==> config.mk <==
export PLATFORM = sky130hd
export DESIGN_NAME = dbus_arbiter
export DESIGN_NICKNAME = d
export VERILOG_FILES = /design/src/rtl/dbus_arbiter.sv
export SDC_FILE = /design/constraint.sdc
export NUM_CORES = 1
export LEC_CHECK = 0
export CAP_MARGIN = 10
export CORE_AREA = 2 2 119 121
export DETAILED_ROUTE_END_ITERATION = 12
export DIE_AREA = 0 0 121 123
export SYNTH_ARGS = -nofsm -noshare
export SYNTH_HDL_FRONTEND = slang
export SYNTH_SLANG_ARGS = --single-unit
==> constraint.sdc <==
create_clock -name clk -period 3.9 [get_ports clk]
set_input_delay 0.78 -clock clk [delete_from_list [all_inputs] [get_ports clk]]
set_output_delay 0.78 -clock clk [all_outputs]
set_load 0.05 [all_outputs]
==> src/rtl/dbus_arbiter.sv <==
// Two-master D-bus arbiter: registered round-robin grant, core-halted priority for m1,
// and a per-transaction response timeout that terminates a stuck transfer with an error.
module dbus_arbiter #(
    parameter int TIMEOUT_CYCLES = 64,
    parameter int CNT_W          = 16
) (
    input  logic        clk,
    input  logic        rst_n,
    input  logic        core_halted,
    input  logic        m0_bstart,
    input  logic [31:0] m0_addr,
    input  logic        m0_ttype,
    input  logic [1:0]  m0_tsize,
    input  logic [31:0] m0_wdata,
    output logic [31:0] m0_rdata,
    output logic        m0_bdone,
    output logic        m0_berr,
    input  logic        m1_bstart,
    input  logic [31:0] m1_addr,
    input  logic        m1_ttype,
    input  logic [1:0]  m1_tsize,
    input  logic [31:0] m1_wdata,
    output logic [31:0] m1_rdata,
    output logic        m1_bdone,
    output logic        m1_berr,
    output logic        s_bstart,
    output logic [31:0] s_addr,
    output logic        s_ttype,
    output logic [1:0]  s_tsize,
    output logic [31:0] s_wdata,
    input  logic [31:0] s_rdata,
    input  logic        s_bdone,
    output logic [1:0]  grant
);

    typedef enum logic {IDLE, BUSY} state_t;

    state_t           state_q, state_d;
    logic [1:0]       grant_q, grant_d;
    logic             last_q, last_d;
    logic [CNT_W-1:0] cnt_q, cnt_d;
    logic             timeout;
    logic             finish;

    always_ff @(posedge clk or negedge rst_n) begin
        if (!rst_n) begin
            state_q <= IDLE;
            grant_q <= 2'b00;
            last_q  <= 1'b1;
            cnt_q   <= '0;
        end else begin
            state_q <= state_d;
            grant_q <= grant_d;
            last_q  <= last_d;
            cnt_q   <= cnt_d;
        end
    end

    always_comb begin
        state_d  = state_q;
        grant_d  = grant_q;
        last_d   = last_q;
        cnt_d    = cnt_q;
        timeout  = 1'b0;
        finish   = 1'b0;
        s_bstart = 1'b0;
        s_addr   = 32'h0;
        s_ttype  = 1'b0;
        s_tsize  = 2'b00;
        s_wdata  = 32'h0;
        m0_bdone = 1'b0;
        m0_berr  = 1'b0;
        m0_rdata = 32'h0;
        m1_bdone = 1'b0;
        m1_berr  = 1'b0;
        m1_rdata = 32'h0;
        case (state_q)
            IDLE: begin
                if (m0_bstart || m1_bstart) begin
                    // Halted-core priority first, then lone requester, then round-robin on last
                    if (core_halted && m1_bstart)
                        grant_d = 2'b10;
                    else if (m0_bstart && !m1_bstart)
                        grant_d = 2'b01;
                    else if (m1_bstart && !m0_bstart)
                        grant_d = 2'b10;
                    else
                        grant_d = last_q ? 2'b01 : 2'b10;
                    state_d = BUSY;
                    cnt_d   = '0;
                end
            end
            BUSY: begin
                s_bstart = 1'b1;
                if (grant_q[1]) begin
                    s_addr  = m1_addr;
                    s_ttype = m1_ttype;
                    s_tsize = m1_tsize;
                    s_wdata = m1_wdata;
                end else begin
                    s_addr  = m0_addr;
                    s_ttype = m0_ttype;
                    s_tsize = m0_tsize;
                    s_wdata = m0_wdata;
                end
                // A slave response in the timeout cycle wins over the timeout
                timeout = (cnt_q == CNT_W'(TIMEOUT_CYCLES - 1)) && !s_bdone;
                finish  = s_bdone || timeout;
                if (finish) begin
                    m0_bdone = grant_q[0];
                    m1_bdone = grant_q[1];
                    m0_berr  = grant_q[0] && timeout;
                    m1_berr  = grant_q[1] && timeout;
                    m0_rdata = (grant_q[0] && s_bdone) ? s_rdata : 32'h0;
                    m1_rdata = (grant_q[1] && s_bdone) ? s_rdata : 32'h0;
                    state_d  = IDLE;
                    grant_d  = 2'b00;
                    last_d   = grant_q[1];
                end else if (cnt_q != {CNT_W{1'b1}}) begin
                    cnt_d = cnt_q + CNT_W'(1);
                end
            end
            default: state_d = IDLE;
        endcase
    end

    assign grant = grant_q;

    // The granted master must keep its request up until its bdone
    assert property (@(posedge clk) disable iff (!rst_n)
                     (state_q == BUSY) |-> |(grant_q & {m1_bstart, m0_bstart}));

endmodule
# Yosys cells after proc, flatten, opt, wreduce, memory -nomap -nowiden
# Index checks and enable logic that the tools add are counted.
# totals
ff_bits,20
in_bits,172
output_inout_bits,138
word_cells,65
# op_classes
addsub,1
n_eq_ne,6
n_mux,37
bitwise_logic,1
reduce_logical,16
# ops
op,count
two-way mux 32 bit,10
two-way mux 16 bit,3
one-hot mux 16 bit (2 select lines),1
"adder 16 x 1 -> 16 bit, second input constant",1
"== test 16 x 6 -> 1 bit, second input constant",1
two-way mux 2 bit,8
"inequality test 16 bit, second input constant",1
two-way mux 1 bit,13
logical AND 1 bit,8
"inequality test 2 x 1 -> 1 bit, second input constant",2
"inequality test 2 bit, second input constant",2
one-hot mux 2 bit (2 select lines),1
AND reduction 2 bit,2
zero test 1 bit,3
AND reduction 3 bit,1
logical OR 1 bit,2
one-hot mux 1 bit (2 select lines),1
NOT 1 bit,1

# Logic depth before layout (Yosys ltp)
# depth
depth_word,7
depth_mapped,8

# Least setup slack after synthesis
# OpenSTA, ideal clock, no wires.
# synth_timing
kind,register -> output
start,reg state_q
end,out m0_berr
t_arrival_ns,2.700
t_required_ns,3.120
setup_slack_ns,0.420
stages_incl_launch_ff,5
path_buffers,2
path_cell_list,dfrtp_1 -> clkbuf_1 -> inv_1 -> clkbuf_1 -> nor4_1
# synth_between
elab_chain_cells,1
# synth_rtl
element,line_no,text
from (decl),38,"state_t state_q, state_d;"
from (signal assigned),52,state_q <= state_d;
two-way mux 1 bit,77,case (state_q)
to (decl),17,"output logic m0_berr,"
# No other way between the ends.

# Final worst setup path
# layout_timing
start,reg cnt_q[7]
end,out m0_bdone
# layout_between
elab_chain_cells,5
# layout_rtl
element,line_no,text
from (decl),41,"logic [CNT_W-1:0] cnt_q, cnt_d;"
from (signal assigned),55,cnt_q <= cnt_d;
== test 16 x 6 -> 1 bit,107,timeout = (cnt_q == CNT_W'(TIMEOUT_CYCLES - 1)) && !s_bdone;
logical AND 1 bit,107,
logical OR 1 bit,108,finish = s_bdone || timeout;
two-way mux 1 bit,109,if (finish) begin
two-way mux 1 bit,77,
to (decl),16,"output logic m0_bdone,"
# No other way between the ends.

==> flow_summary_export.csv <==
group,metric,value,unit
global_route,grt_overflow,0,
logic_synthesis,yosys.area.top_type,"mux2i_1",
global_route,grt_pass1_vias,3920,
logic_synthesis,synth-seq-area-share,18.9,%
logic_synthesis,ys_warn_count,0,
clocking,ctsHoldBuffers,0,
placed_design,preCtsSetupSlack,0.619,ns
logic_synthesis,synth-edff-count,0,
clocking,clock_path_buffers,2,
sta,slew-limit-headroom,40.4,%
logic_synthesis,synth-simple-area-share,38.1,%
sta,max_slew.worst_pin.slew,0.891,ns
floorplanning,die_y,123,µm
logic_synthesis,synth_xor_area_share,0,%
drt,first_iter_violations,274,
setup_path,path_max_fanout,15,
logic_synthesis,synthCells,399,
power,power_frac_comb,72.0,%
floorplanning,core_area,0.0136,mm²
clocking,cts_setup_buffers,0,
global_route,grt_max_degree,43,
placed_design,port_buffers,309,
sta,timing.final.ws_setup,0.286,ns
logic_synthesis,synth_top_family_by_area,"simple AND/OR/NAND/NOR gates",
sta,post-route-period-util,92.7,%
drt,drc,0,
layout,drive_gt1_share,23.0,%
drt,dr.pass1.iters,5,
clocking,h-tree-depth,1,
global_route,grt_pass1_wl,20600,µm
placed_design,detailed_place_hpwl,11700,µm
logic_synthesis,yosysUniqueCellTypes,47,
min_path,hp-class,"flop to flop",
setup_path,critPathLaunchType,"flop",
power,p_int,1.07,mW
setup_path,reg2reg_depth,5,
setup_path,ff2ff_setup_slack,1.78,ns
sta,skew,0.00183,ns
logic_synthesis,synth_common_cells,"nor2_1 (133), mux2i_1 (67), nand2_1 (47)",
global_route,grtUsageTotal,17.1,%
floorplanning,io_pins,310,
logic_synthesis,synth_compound_gate_area_share,11.0,%
sta,setup_viol,0,
logic_synthesis,syn-cell-area,0.00266,mm²
clocking,tritoncts,"built",
setup_path,endpoint,"m0_bdone",
setup_path,required,3.12,ns
power,power_frac_clock,14.6,%
logic_synthesis,syn_area_per_cell,6.67,µm²
sta,drv_slew,0,
setup_path,crit_start,"cnt_q[7]",
run,drv_cap,0,
layout,num_antenna_cells,0,
sta,setup_tns,0,ns
setup_path,r2r_end,"cnt_q[0]",
setup_path,end_kind,"output port",
setup_path,reg2reg_from,"state_q",
power,p_leak,2.95,nW
layout,nets,861,
logic_synthesis,synthTopCellsByArea,"mux2i_1 (25%), nor2_1 (19%), dfrtp_1 (18%)",
sta,period_needed,3.61,ns
clocking,clk_latency,0.25,ns
setup_path,path_class,"flop to output port",
min_path,min_from,"last_q",
clocking,cts_sinks,20,
global_route,antenna_found_initial,0,
drt,ant_nets,0,
power,sw_frac_of_total,44.8,%
drt,wl,14000,µm
logic_synthesis,synth-seq-cells,20,
logic_synthesis,synth.most_common_cell,"nor2_1",
clocking,cts.clk_slew.worst_paths,0.06,ns
drt,routed_via_density,4.63,
floorplanning,dieArea,0.0149,mm²
logic_synthesis,ys.flop_type,"dfrtp_1",
sta,rsz0062_at_grt,"false",
power,seq_power_share,13.4,%
layout,final_util,52.3,%
floorplanning,fp.dieW,121,µm
floorplanning,rows,43,
power,p_sw,0.867,mW
power,power_density,272,mW/mm²
logic_synthesis,synth_fa_ha_area_share,0.470,%
logic_synthesis,syn_nets,572,
outcome,status,"complete, no violations",
drt,via_count,4014,
placed_design,place.gp.congestion,0.884,
sta,hold_viol_final,0,
logic_synthesis,async_flop_share,100,%
sta,clock.fmax,277,MHz
setup_path,cp.arrival,2.83,ns
logic_synthesis,yosys-mux-area-fraction,25.2,%
logic_synthesis,synth_top_area_share,25.2,%
layout,syn2layout_area_growth,167,%
power,vdd.ir_drop.worst,0.000143,V
floorplanning,start_util,19.6,%
drt,wire_per_inst,16.2,µm
clocking,cts.repair.resized,0,
clocking,cts-root-buf,"clkbuf_16",
clocking,numCtsBuffers,3,
[cells by family after synthesis]
logic type | Yosys count
AOI/OAI and AO/OA | 47
adders and majority gates | 1
buffers and inverters | 38
DFF | 20
muxes | 67
and+or+nand+nor | 226
[layer usage]
layer | vias up | share of wire, % | global-route usage, %
li1 | 1943 | - | -
met1 | 1831 | 36 | 19.8
met2 | 214 | 53 | 32.6
met3 | 26 | 8.1 | 3.55
met4 | 0 | 2.1 | 3.13
met5 | - | 0 | 0
[worst max-delay path, stage by stage (launching register included)]
cell	delay [ns]
dfrtp_1	0.45
nor4_1	0.44
nand4_2	0.43
nand2_4	0.27
and3_1	0.17
clkdlybuf4s50_1	0.81
[worst min path at each step]
stage                            to  cells past startpoint
after floorplan           cnt_q[12]                      1
after global placement       last_q                      1
after detailed placement  cnt_q[12]                      1
after CTS                    last_q                      1
after global routing         last_q                      1
final                        last_q                      1
[sequential cells by signal (all words and copies together), names as in the netlist]
signal and flops:
last_q 1, cnt_q 16, grant 2, state_q 1
[power groups by stage]
| stage | clock (mW) | sequential, mW | combinational [mW] |
|---|---|---|---|
| 2_1_floorplan | 0 | 0.248 | 0.707 |
| 3_3_place_gp | 0 | 0.261 | 1.39 |
| 3_5_place_dp | 0 | 0.263 | 1.40 |
| 4_1_cts | 0.285 | 0.260 | 1.41 |
| 5_1_grt | 0.300 | 0.263 | 1.46 |
| 6_report | 0.283 | 0.259 | 1.39 |
[placed cells by master, fill, tap and decap left out, types with 2 or more instances in the layout]
cell               n
nor3_1             3
buf_12           116
inv_1              4
nand3_1            6
clkdlybuf4s50_1  175
nor4_1             5
mux2i_1           67
a31oi_1            4
and3_1             7
buf_4             26
a21oi_1            8
o31a_1             2
dfrtp_1           18
nand4_1            4
nand3b_1           2
nand2_1           47
nor4_2             2
o41ai_1            3
o21ai_1            5
o31ai_1            5
nand4_2            2
o21ai_0           13
or4_1              2
clkbuf_16          3
a211o_1            2
nor2_1           133
[stage by stage]
stage | hold slack [ns] | power (mW) | instances | area (µm²)
CTS | 0.517 | 1.95 | 867 | 7110
floorplan | 0.461 | 0.955 | 399 | 2660
detailed placement | 0.499 | 1.67 | 863 | 7010
global placement | 0.500 | 1.65 | 863 | 7010
finish | 0.512 | 1.94 | 867 | 7110
global route | 0.531 | 2.02 | 867 | 7110
[final cells by class]
class	count	area, µm²
clock buffers	3	75.1
clock inverters	1	30.0
fillers	1221	6500
inverters	5	18.8
multi-input cells	341	1990
flip-flops and latches	20	505
well taps	180	225
repair buffers	317	4270
No activity file was read; power rests on OpenSTA's default activity.
